<file path="src/rtl/usb_tx_pkg.sv">
// -----------------------------------------------------------------------------
// usb_tx_pkg
// Shared definitions for the USB full-speed transmit bit serializer:
//   tx_state_e   - serializer FSM states
//   SYNC_BYTE    - sync pattern sent before every packet (LSB first)
//   STUFF_LIMIT  - consecutive ones that force a stuffed zero
//   EOP_BITS     - bit periods of SE0 at end of packet
//   is_serial()  - true in the states that put bits on the line
// -----------------------------------------------------------------------------
package usb_tx_pkg;

  typedef enum logic [2:0] {
    IDLE,
    SYNC,
    DATA,
    STUFF,
    EOP,
    EOP_J
  } tx_state_e;

  localparam logic [7:0]  SYNC_BYTE   = 8'h80;
  localparam int unsigned STUFF_LIMIT = 6;
  localparam int unsigned EOP_BITS    = 2;

  function automatic logic is_serial(input tx_state_e s);
    return (s == SYNC) || (s == DATA) || (s == STUFF);
  endfunction

endpackage

</file>
<file path="src/rtl/tx_bit_timer.sv">
// -----------------------------------------------------------------------------
// tx_bit_timer
// Bit-period counter for the serializer. While run is high it counts
// 0..CLKS_PER_BIT-1 and wraps; bit_end marks the last cycle of each bit
// period. shift_enable is the same strobe, gated by strobe_en so the line
// strobe is only produced while bits are actually being serialized.
// Ports:
//   clk, n_rst     - clock, asynchronous active-low reset
//   run            - count enable; counter held at 0 while low
//   strobe_en      - allows bit_end onto shift_enable
//   bit_end        - last cycle of the current bit period
//   shift_enable   - bit_end qualified by strobe_en
// -----------------------------------------------------------------------------
module tx_bit_timer #(
  parameter int unsigned CLKS_PER_BIT = 4
) (
  input  logic clk,
  input  logic n_rst,
  input  logic run,
  input  logic strobe_en,
  output logic bit_end,
  output logic shift_enable
);

  localparam int unsigned     CNT_W    = (CLKS_PER_BIT > 1) ? $clog2(CLKS_PER_BIT) : 1;
  localparam logic [CNT_W-1:0] LAST_CNT = CNT_W'(CLKS_PER_BIT - 1);

  logic [CNT_W-1:0] cnt_q, cnt_d;

  assign bit_end      = run && (cnt_q == LAST_CNT);
  assign shift_enable = bit_end && strobe_en;

  // NOTE: every variable written here gets a default first, so no path can
  // leave it unassigned and infer a latch.
  always_comb begin
    cnt_d = cnt_q;
    if (!run || bit_end) begin
      cnt_d = '0;
    end else begin
      cnt_d = cnt_q + CNT_W'(1);
    end
  end

  // NOTE: state is updated with non-blocking assignments so every flop samples
  // the pre-edge values, independent of statement order.
  always_ff @(posedge clk or negedge n_rst) begin
    if (!n_rst) begin
      cnt_q <= '0;
    end else begin
      cnt_q <= cnt_d;
    end
  end

endmodule

</file>
<file path="src/rtl/tx_bit_serializer.sv">
// -----------------------------------------------------------------------------
// tx_bit_serializer
// Serializes packet bytes for a USB full-speed transmitter: SYNC, LSB-first
// payload with bit stuffing, then SE0 EOP and one J bit. One holding byte
// decouples the byte source from the shift register.
// Ports:
//   clk, n_rst     - clock, asynchronous active-low reset
//   tx_data/valid/last, tx_ready - byte stream in (valid/ready handshake)
//   d_orig         - un-encoded serial bit to the NRZI encoder
//   shift_enable   - strobe in the last cycle of every line bit (incl. stuff)
//   eop            - high during the SE0 part of end-of-packet
//   busy           - high outside IDLE
//   underrun       - one-cycle pulse when the source starves mid-packet
//   byte_cnt       - bytes sent in this packet (only with TX_BYTE_CNT_EN)
// Build option: define TX_BYTE_CNT_EN to add the byte_cnt output.
// -----------------------------------------------------------------------------
module tx_bit_serializer
  import usb_tx_pkg::*;
#(
  parameter int unsigned CLKS_PER_BIT = 4
) (
  input  logic       clk,
  input  logic       n_rst,
  input  logic [7:0] tx_data,
  input  logic       tx_valid,
  input  logic       tx_last,
  output logic       tx_ready,
  output logic       d_orig,
  output logic       shift_enable,
  output logic       eop,
  output logic       busy,
  output logic       underrun
`ifdef TX_BYTE_CNT_EN
  ,
  output logic [6:0] byte_cnt
`endif
);

  tx_state_e  state_q, state_d;
  logic [2:0] bit_idx_q, bit_idx_d;     // bit within byte, or EOP bit count
  logic [2:0] ones_q, ones_d;           // run length of transmitted ones
  logic       byte_done_q, byte_done_d; // stuff bit owed after a byte's 8th bit
  logic [7:0] shift_q, shift_d;
  logic       cur_last_q, cur_last_d;   // byte in shift_q ends the packet
  logic [7:0] buf_q, buf_d;
  logic       buf_last_q, buf_last_d;
  logic       buf_full_q, buf_full_d;
  logic       last_acc_q, last_acc_d;   // tx_last byte already taken
  logic       underrun_q, underrun_d;

  logic       bit_end;
  logic       in_byte;
  logic [7:0] tx_byte;
  logic       cur_bit;
  logic [2:0] ones_inc;
  logic       stuff_needed;
  logic       last_bit;
  logic       at_boundary;
  logic       drain;
  logic       starve;
  logic       accept;

  tx_bit_timer #(
    .CLKS_PER_BIT(CLKS_PER_BIT)
  ) u_timer (
    .clk         (clk),
    .n_rst       (n_rst),
    .run         (busy),
    .strobe_en   (is_serial(state_q)),
    .bit_end     (bit_end),
    .shift_enable(shift_enable)
  );

  assign in_byte      = (state_q == SYNC) || (state_q == DATA);
  assign tx_byte      = (state_q == SYNC) ? SYNC_BYTE : shift_q;
  assign cur_bit      = tx_byte[bit_idx_q];
  assign ones_inc     = ones_q + 3'd1;
  assign stuff_needed = in_byte && cur_bit && (ones_inc == 3'(STUFF_LIMIT));
  assign last_bit     = (bit_idx_q == 3'd7);

  // A byte boundary is the last cycle of a byte's 8th bit, or of the stuff
  // bit that follows it.
  assign at_boundary = bit_end &&
                       ((in_byte && last_bit && !stuff_needed) ||
                        ((state_q == STUFF) && byte_done_q));
  assign drain  = at_boundary && !cur_last_q && buf_full_q;
  assign starve = at_boundary && !cur_last_q && !buf_full_q;

  // Ready while the holding byte is empty, or in the cycle it drains so
  // back-to-back bytes see no gap. Held low in a starving boundary cycle so
  // a late byte cannot land in the buffer as the packet is being closed.
  assign tx_ready = (state_q == IDLE) ||
                    (is_serial(state_q) && !last_acc_q &&
                     (buf_full_q ? drain : !starve));
  assign accept   = tx_valid && tx_ready;

  assign d_orig   = in_byte ? cur_bit : (state_q != STUFF);
  assign eop      = (state_q == EOP);
  assign busy     = (state_q != IDLE);
  assign underrun = underrun_q;

  always_comb begin
    state_d     = state_q;
    bit_idx_d   = bit_idx_q;
    ones_d      = ones_q;
    byte_done_d = byte_done_q;
    shift_d     = shift_q;
    cur_last_d  = cur_last_q;
    buf_d       = buf_q;
    buf_last_d  = buf_last_q;
    buf_full_d  = buf_full_q;
    last_acc_d  = last_acc_q;
    underrun_d  = starve;

    // Drain first; a handshake in the same cycle refills the buffer.
    if (drain) begin
      shift_d    = buf_q;
      cur_last_d = buf_last_q;
      buf_full_d = 1'b0;
    end
    if (accept) begin
      buf_d      = tx_data;
      buf_last_d = tx_last;
      buf_full_d = 1'b1;
      last_acc_d = last_acc_q | tx_last;
    end

    unique case (state_q)
      IDLE: begin
        if (accept) begin
          state_d     = SYNC;
          bit_idx_d   = '0;
          ones_d      = '0;
          byte_done_d = 1'b0;
          cur_last_d  = 1'b0;
        end
      end
      SYNC, DATA: begin
        if (bit_end) begin
          ones_d = cur_bit ? ones_inc : 3'd0;
          if (stuff_needed) begin
            state_d     = STUFF;
            byte_done_d = last_bit;
            bit_idx_d   = bit_idx_q + 3'd1;
          end else if (last_bit) begin
            state_d   = drain ? DATA : EOP;
            bit_idx_d = '0;
          end else begin
            bit_idx_d = bit_idx_q + 3'd1;
          end
        end
      end
      STUFF: begin
        // SYNC starts with seven zeros, so a stuff bit always resumes DATA.
        if (bit_end) begin
          ones_d      = '0;
          byte_done_d = 1'b0;
          if (byte_done_q) begin
            state_d   = drain ? DATA : EOP;
            bit_idx_d = '0;
          end else begin
            state_d = DATA;
          end
        end
      end
      EOP: begin
        if (bit_end) begin
          if (bit_idx_q == 3'(EOP_BITS - 1)) begin
            state_d   = EOP_J;
            bit_idx_d = '0;
          end else begin
            bit_idx_d = bit_idx_q + 3'd1;
          end
        end
      end
      EOP_J: begin
        if (bit_end) begin
          state_d    = IDLE;
          last_acc_d = 1'b0;
        end
      end
      default: state_d = IDLE;
    endcase
  end

  // NOTE: the holding byte and shift register are cleared on reset as well,
  // so no stale packet data can reach the line after an abort.
  always_ff @(posedge clk or negedge n_rst) begin
    if (!n_rst) begin
      state_q     <= IDLE;
      bit_idx_q   <= '0;
      ones_q      <= '0;
      byte_done_q <= 1'b0;
      shift_q     <= '0;
      cur_last_q  <= 1'b0;
      buf_q       <= '0;
      buf_last_q  <= 1'b0;
      buf_full_q  <= 1'b0;
      last_acc_q  <= 1'b0;
      underrun_q  <= 1'b0;
    end else begin
      state_q     <= state_d;
      bit_idx_q   <= bit_idx_d;
      ones_q      <= ones_d;
      byte_done_q <= byte_done_d;
      shift_q     <= shift_d;
      cur_last_q  <= cur_last_d;
      buf_q       <= buf_d;
      buf_last_q  <= buf_last_d;
      buf_full_q  <= buf_full_d;
      last_acc_q  <= last_acc_d;
      underrun_q  <= underrun_d;
    end
  end

`ifdef TX_BYTE_CNT_EN
  logic [6:0] byte_cnt_q, byte_cnt_d;

  // Counts completed payload bytes; a boundary leaving SYNC is not a byte.
  always_comb begin
    byte_cnt_d = byte_cnt_q;
    if ((state_q == IDLE) && accept) begin
      byte_cnt_d = '0;
    end else if (at_boundary && (state_q != SYNC) && (byte_cnt_q != 7'd127)) begin
      byte_cnt_d = byte_cnt_q + 7'd1;
    end
  end

  always_ff @(posedge clk or negedge n_rst) begin
    if (!n_rst) begin
      byte_cnt_q <= '0;
    end else begin
      byte_cnt_q <= byte_cnt_d;
    end
  end

  assign byte_cnt = byte_cnt_q;
`endif

endmodule

</file>
<file path="config.mk">
export PLATFORM = sky130hd
export DESIGN_NAME = tx_bit_serializer
export DESIGN_NICKNAME = d
export VERILOG_FILES = /design/src/rtl/usb_tx_pkg.sv /design/src/rtl/tx_bit_timer.sv /design/src/rtl/tx_bit_serializer.sv
export SDC_FILE = /design/constraint.sdc
export NUM_CORES = 1
export LEC_CHECK = 0
export BUFFER_PORTS_ARGS = -buffer_cell sky130_fd_sc_hd__buf_4
export CORE_AREA = 2 2 58 60
export CTS_CLUSTER_DIAMETER = 60
export CTS_CLUSTER_SIZE = 30
export DETAILED_ROUTE_END_ITERATION = 8
export DIE_AREA = 0 0 60 62
export GPL_TIMING_DRIVEN = 0
export PLACE_DENSITY_LB_ADDON = 0.1
export SLEW_MARGIN = 25
export SYNTH_ARGS = -nofsm -noshare
export SYNTH_HDL_FRONTEND = slang
export SYNTH_SLANG_ARGS = --single-unit
</file>
<file path="constraint.sdc">
create_clock -name clk -period 5 [get_ports clk]
set_input_delay 0.5 -clock clk [delete_from_list [all_inputs] [get_ports clk]]
set_output_delay 0.5 -clock clk [all_outputs]
set_load 0.02 [all_outputs]
</file>
# [Word-level counts from Yosys, hierarchy flattened]
# Cells that the tools add are included.
[word_totals] register_bits=33 out_inout_bits=6 in_bits=12 wordCells=113
[op_classes] addsub=3 eq_ne=19 n_lt_le_gt_ge=1 reduce_logical=35 mux=42 bitwise=1
[ops] operator="2-to-1 mux 3 bit" n=20
[ops] operator="2-to-1 mux 1 bit" n=15
[ops] operator="case mux 3 bit (5 select lines)" n=1
[ops] operator="logical AND 1 bit" n=14
[ops] operator="== test 3 bit, second input constant" n=4
[ops] operator="!= test 2 bit, second input constant" n=6
[ops] operator="case mux 3 bit (4 select lines)" n=1
[ops] operator="case mux 3 bit (3 select lines)" n=1
[ops] operator="2-to-1 mux 8 bit" n=1
[ops] operator="AND reduction 7 bit" n=1
[ops] operator="adder 3 x 1 -> 3 bit, second input constant" n=2
[ops] operator="== test 3 x 1 -> 1 bit, second input constant" n=2
[ops] operator="== test 3 x 2 -> 1 bit, second input constant" n=2
[ops] operator="zero test 1 bit" n=6
[ops] operator="AND reduction 6 bit" n=1
[ops] operator="nonzero test 3 bit" n=2
[ops] operator="logical OR 1 bit" n=5
[ops] operator="AND reduction 5 bit" n=1
[ops] operator="< comparator 3 x 4 -> 1 bit, second input constant" n=1
[ops] operator="!= test 2 x 1 -> 1 bit, second input constant" n=2
[ops] operator="AND reduction 4 bit" n=1
[ops] operator="nonzero test 4 bit" n=1
[ops] operator="binary-select mux 1 bit (select 3 bit)" n=1
[ops] operator="zero test 3 bit" n=1
[ops] operator="9 further kinds" n=9

# [Logic depth before layout (Yosys ltp)]
[logic_depth] depth_word=20 depth_mapped=14 mapped_depth_nobuf=13

# [Cells and area by module]
# From an unflattened synthesis, not the netlist that was laid out.
[hier_totals] hier_cells=167 hier_area_um2=1825.5
[modules_own_cells] module="tx_bit_serializer" instances=1 area_per_inst_um2=1726.7 cells_each=160
[modules_own_cells] module="tx_bit_timer" instances=1 area_per_inst_um2=98.8 cells_each=7

# [Worst setup path after synthesis]
# Ideal clock, no wire load.
[synth_path] path_type="register to register" startpoint="register bit_idx_q[0]" endpoint="register buf_last_q" path_stages_with_launch=12 slack_ns=1.927 setup_time_ns=0.125 t_arrival_ns=2.948 path_cell_list="dfrtp_1 > mux4_2 > nand3_1 > o21a_1 > buf_6 > a31oi_1 > nor4b_1 > ha_1 > a21oi_1 > nor2_1 > nand2_1 > mux2_2"
[synth_via] elab_chain_len=15 elab_cells_between_ends=18 classes_between="eq/ne (1); mux (3); reduce/logical (14)"
[synth_lines] item="from (decl)" line_no="tx_bit_serializer.sv:40" text="logic [2:0] bit_idx_q, bit_idx_d;"
[synth_lines] item="from (signal assigned)" line_no="tx_bit_serializer.sv:203" text="bit_idx_q <= bit_idx_d;"
[synth_lines] item="binary-select mux 1 bit (select 3 bit)" line_no="tx_bit_serializer.sv:76" text="assign cur_bit = tx_byte[bit_idx_q];"
[synth_lines] item="2-to-1 mux 1 bit (implied by the code)" line_no="tx_bit_serializer.sv:76"
[synth_lines] item="logical AND 1 bit (2 in a row)" line_no="tx_bit_serializer.sv:78" text="assign stuff_needed = in_byte && cur_bit && (ones_inc == 3'(STUFF_LIMIT));"
[synth_lines] item="zero test 1 bit" line_no="tx_bit_serializer.sv:84" text="((in_byte && last_bit && !stuff_needed) ||"
[synth_lines] item="logical AND 1 bit (*)" line_no="tx_bit_serializer.sv:84"
[synth_lines] item="logical OR 1 bit (*)" line_no="tx_bit_serializer.sv:84"
[synth_lines] item="logical AND 1 bit (*)" line_no="tx_bit_serializer.sv:83" text="assign at_boundary = bit_end &&"
[synth_lines] item="logical AND 1 bit (*)" line_no="tx_bit_serializer.sv:86, tx_bit_serializer.sv:87"
[synth_lines] item="logical AND 1 bit" line_no="tx_bit_serializer.sv:87" text="assign starve = at_boundary && !cur_last_q && !buf_full_q;"
[synth_lines] item="zero test 1 bit" line_no="tx_bit_serializer.sv:94" text="(buf_full_q ? drain : !starve));"
[synth_lines] item="2-to-1 mux 1 bit (*)" line_no="tx_bit_serializer.sv:94"
[synth_lines] item="logical AND 1 bit (*)" line_no="tx_bit_serializer.sv:93" text="(is_serial(state_q) && !last_acc_q &&"
[synth_lines] item="logical OR 1 bit (*)" line_no="tx_bit_serializer.sv:92" text="assign tx_ready = (state_q == IDLE) ||"
[synth_lines] item="named net tx_ready" line_no="tx_bit_serializer.sv:27" text="output logic tx_ready,"
[synth_lines] item="logical AND 1 bit (*)" line_no="tx_bit_serializer.sv:95" text="assign accept = tx_valid && tx_ready;"
[synth_lines] item="to (signal assigned)" line_no="tx_bit_serializer.sv:209" text="buf_last_q <= buf_last_d;"
[synth_lines] item="to (decl)" line_no="tx_bit_serializer.sv:46" text="logic buf_last_q, buf_last_d;"
# The timed path passes the listed nets; every way through them passes the cells marked *. The select of a mux whose other input is x is not followed.
# A chain may end at the register's enable or synchronous reset.

# [Worst setup path after layout]
[layout_path] startpoint="register bit_idx_q[0]" endpoint="output port tx_ready"
[layout_via] elab_chain_len=14 elab_cells_between_ends=17 classes_between="eq/ne (1); mux (3); reduce/logical (13)"
[layout_lines] item="binary-select mux 1 bit (select 3 bit)" line_no="tx_bit_serializer.sv:76"
[layout_lines] item="2-to-1 mux 1 bit (implied by the code)" line_no="tx_bit_serializer.sv:76"
[layout_lines] item="logical AND 1 bit (2 in a row)" line_no="tx_bit_serializer.sv:78"
[layout_lines] item="zero test 1 bit" line_no="tx_bit_serializer.sv:84"
[layout_lines] item="logical AND 1 bit (*)" line_no="tx_bit_serializer.sv:84"
[layout_lines] item="logical OR 1 bit (*)" line_no="tx_bit_serializer.sv:84"
[layout_lines] item="logical AND 1 bit (*)" line_no="tx_bit_serializer.sv:83"
[layout_lines] item="logical AND 1 bit (*)" line_no="tx_bit_serializer.sv:86, tx_bit_serializer.sv:87"
[layout_lines] item="logical AND 1 bit" line_no="tx_bit_serializer.sv:87"
[layout_lines] item="zero test 1 bit" line_no="tx_bit_serializer.sv:94"
[layout_lines] item="2-to-1 mux 1 bit (*)" line_no="tx_bit_serializer.sv:94"
[layout_lines] item="logical AND 1 bit (*)" line_no="tx_bit_serializer.sv:93"
[layout_lines] item="logical OR 1 bit (*)" line_no="tx_bit_serializer.sv:92"
[layout_lines] item="to (decl)" line_no="tx_bit_serializer.sv:27"
# Mark *: on every way between the ends. The rest lies on a longest branch, timed or not. The select of a mux whose other input is x is not followed.

==> flow_summary.yaml <==
status:
  status: "finished, final reports clean"
global_route:
  grt_usage_pct: 23.2
  overflow: 0
  grt_pass1_wl_um: 6220
  antenna_found_initial: 0
  grt_pass1_vias: 1422
  grt_max_degree: 34
timing:
  post-route-min-period_ns: 3.50
  hold_slack_ns: 0.0695
  slew_viol_final: 0
  max_freq_mhz: 286
  setup_viol: 0
  tightest_slew_ns: 0.615
  slew_headroom_pct: 59.0
  hold_violations: 0
  period_share_pct: 70.0
  rsz0062_at_grt: "no"
  setup-tns-final_ns: 0
  fin_skew_ns: 0.0139
routing:
  drcViolationCount: 0
  vias: 1401
  wl_per_cell_um: 14.9
  drt-total-wl_um: 3670
  via_per_inst: 5.70
  dr.pass1.iters: 4
  first_iter_violations: 69
  antenna_left: 0
worst_setup_path:
  worstPathMaxFanout: 10
  r2r_end: "shift_q[5]"
  arrival_ns: 3.00
  ff2ff_path_depth: 9
  r2r_start: "bit_idx_q[0]"
  path_cells: "mux4_2 -> nand3_1 -> o21a_1 -> buf_6 -> a31oi_1 -> nor4b_1 -> ha_1 -> a21oi_1 -> nor2_1 -> buf_4"
  start_kind: "register"
  cpPeakStageDelay_ns: 0.59
  critical-path-slowest-cell: "mux4_2"
  cp_data_required_time_ns: 4.50
  crit_type: "register to output pin"
  end_kind: "output pin"
  ff2ff_setup_slack_ns: 1.63
synthesis:
  yosysSeqAreaShare_pct: 43.9
  async_reset_ff_share_pct: 100
  synth_edf_count: 0
  synth-main-ff-cell: "dfrtp_1"
  synth.avg_cell_area_um2: 10.7
  netlist_area_mm2: 0.00188
  yosys_register_bits: 33
  syn_inst: 175
  synth.distinct_cells: 50
  yosysWarnings: 0
  yosysTopAreaCellShare_pct: 43.9
  synthTopCellsByArea: "dfrtp_1 (44%), mux2_2 (10%), ha_1 (5.3%)"
  yosysTopAreaCell: "dfrtp_1"
  synth_fp_nets: 195
floorplan:
  start_util_pct: 59.1
  die_h_um: 62
  dieArea_mm2: 0.00372
  core_area_mm2: 0.00318
  die_w_um: 60
  rows: 21
  pin_count: 18
power:
  ir_worst_vdd_mv: 0.295
  p_per_area_mw_per_mm2: 538
  power_w: 0.00117
  leakage_nw: 0.985
finish:
  fillCellCount: 259
  layout.nets: 219
  final-instance-count-excl-fill: 246
  diodes: 0
  drive_gt1_share_pct: 30.0
  area_delta_synth_final_pct: 15.5
clock_tree:
  post_cts_buffers: 0
  cts_htree_levels: 2
  cts_tree: "yes"
  clk_latency_ns: 0.35
  numClockSinks: 33
  clk_path_buf_depth: 2
  clk_pin_slew_worst_paths_ns: 0.11
  cts_resized: 0
  cts_root_buffer: "clkbuf_4"
  holdBufCountCts: 0
  cts_buffers: 5
placed_design:
  place_inst: 238
  dp_hpwl_um: 2740
  place_congestion: 0.894
  io_buffers: 17
run:
  cap_violations: 0
min_path:
  worstHoldPathType: "input port to async pin"
==> metal layers <==
metal  track usage, %  vias up  wire length, um
li1                 -      676                -
met5                0        -                0
met1             27.3      681             1580
met2             40.4       33             1840
met3             6.00       11              158
met4             10.2        0               93
==> power breakdown <==
part           leakage [nW]  internal (W)  total [W]  switching, W
Sequential            0.421      0.000342   0.000397     0.0000554
Clock                0.0558      0.000157   0.000255     0.0000973
Combinational         0.508      0.000243   0.000515      0.000273
==> cell type report <==
cell class                 instances  area [um2]  area share (%)
buffer                             9        73.8            3.40
clock buffer                       5        37.5            1.73
clock inverter                     3        68.8            3.17
inverter                          10        37.5            1.73
multi-input combinational        123         942            43.4
sequential                        33         826            38.0
tap                               46        57.6            2.65
timing repair buffer              17         128            5.88
==> worst max path at each step <==
stage	start	end	slack [ns]	depth (start not counted)
finish	bit_idx_q[0]	tx_ready	1.50	10
global route	bit_idx_q[0]	tx_ready	1.31	10
CTS	bit_idx_q[0]	tx_ready	1.46	10
detailed placement	bit_idx_q[0]	shift_q[5]	1.61	9
global placement	bit_idx_q[0]	shift_q[6]	1.65	9
floorplan	bit_idx_q[0]	buf_last_q	1.93	11
==> cell usage after synthesis, types with 2 or more instances <==
library cell / count
ha_1: 8
o22ai_1: 2
a21o_1: 2
o21ai_0: 4
clkbuf_1: 3
xor2_1: 3
mux2_2: 17
nand2_1: 15
nand3_1: 2
nor2_1: 7
nand4_1: 2
dfrtp_1: 33
o211ai_1: 2
a21oi_1: 11
inv_1: 10
o31a_1: 2
nor2b_1: 5
nor3_1: 4
or3_1: 2
and2_1: 2
nand2b_1: 5
a31oi_1: 3
buf_6: 4
==> worst max-delay path: cells and delay by family, from the launching register on <==
| family | cells | cell delay, ns |
|---|---|---|
| simple gates | 3 | 0.56 |
| fa+ha+maj | 1 | 0.31 |
| buf+inv | 2 | 0.30 |
| flops | 1 | 0.52 |
| mux | 1 | 0.59 |
| compound gates | 3 | 0.37 |
==> stage by stage <==
step,setup WS (ns),cell area [um2],util (%)
floorplan,1.93,1880,-
global placement,1.65,2060,64.9
detailed placement,1.61,2060,64.9
CTS,1.46,2170,68.3
global route,1.31,2170,68.3
finish,1.50,2170,68.3
==> cell families (layout without fill, tap and decap cells) <==
| group | Yosys count | in the layout | share of synthesized area, % |
|---|---|---|---|
| AO/OA/AOI/OAI | 38 | 38 | 14.4 |
| adder cells (fa/ha/maj) | 8 | 8 | 5.33 |
| XOR/XNOR | 3 | 3 | 1.40 |
| AND/OR/NAND/NOR | 54 | 54 | 16.2 |
| multiplexers | 20 | 20 | 12.7 |
| flip-flops | 33 | 33 | 43.9 |
| buffers and inverters | 19 | 44 | 5.93 |
==> cells in the final DEF (no fill, tap or decap), types with 2 or more instances in the layout <==
cell type	instances
o31a_1	2
o211ai_1	2
a21oi_1	11
a31oi_1	3
clkbuf_1	3
nor3_1	4
nor2_1	7
and2_1	2
buf_4	17
a21o_1	2
buf_6	4
xor2_1	3
or3_1	2
dfrtp_1	33
nand4_1	2
o21ai_0	4
bufinv_16	2
nor2b_1	5
ha_1	8
clkbuf_4	5
nand2_1	15
nand3_1	2
mux2_2	17
inv_1	10
nand2b_1	5
o22ai_1	2
==> state kept, by name (all words and copies together) (netlist names) <==
signal / cells
bit_idx_q: 3
buf_full_q: 1
buf_last_q: 1
buf_q: 8
byte_done_q: 1
cur_last_q: 1
last_acc_q: 1
ones_q: 3
shift_q: 8
state_q: 3
u_timer.cnt_q: 2
underrun: 1
Note: power is estimated with default switching activity, not from simulation.
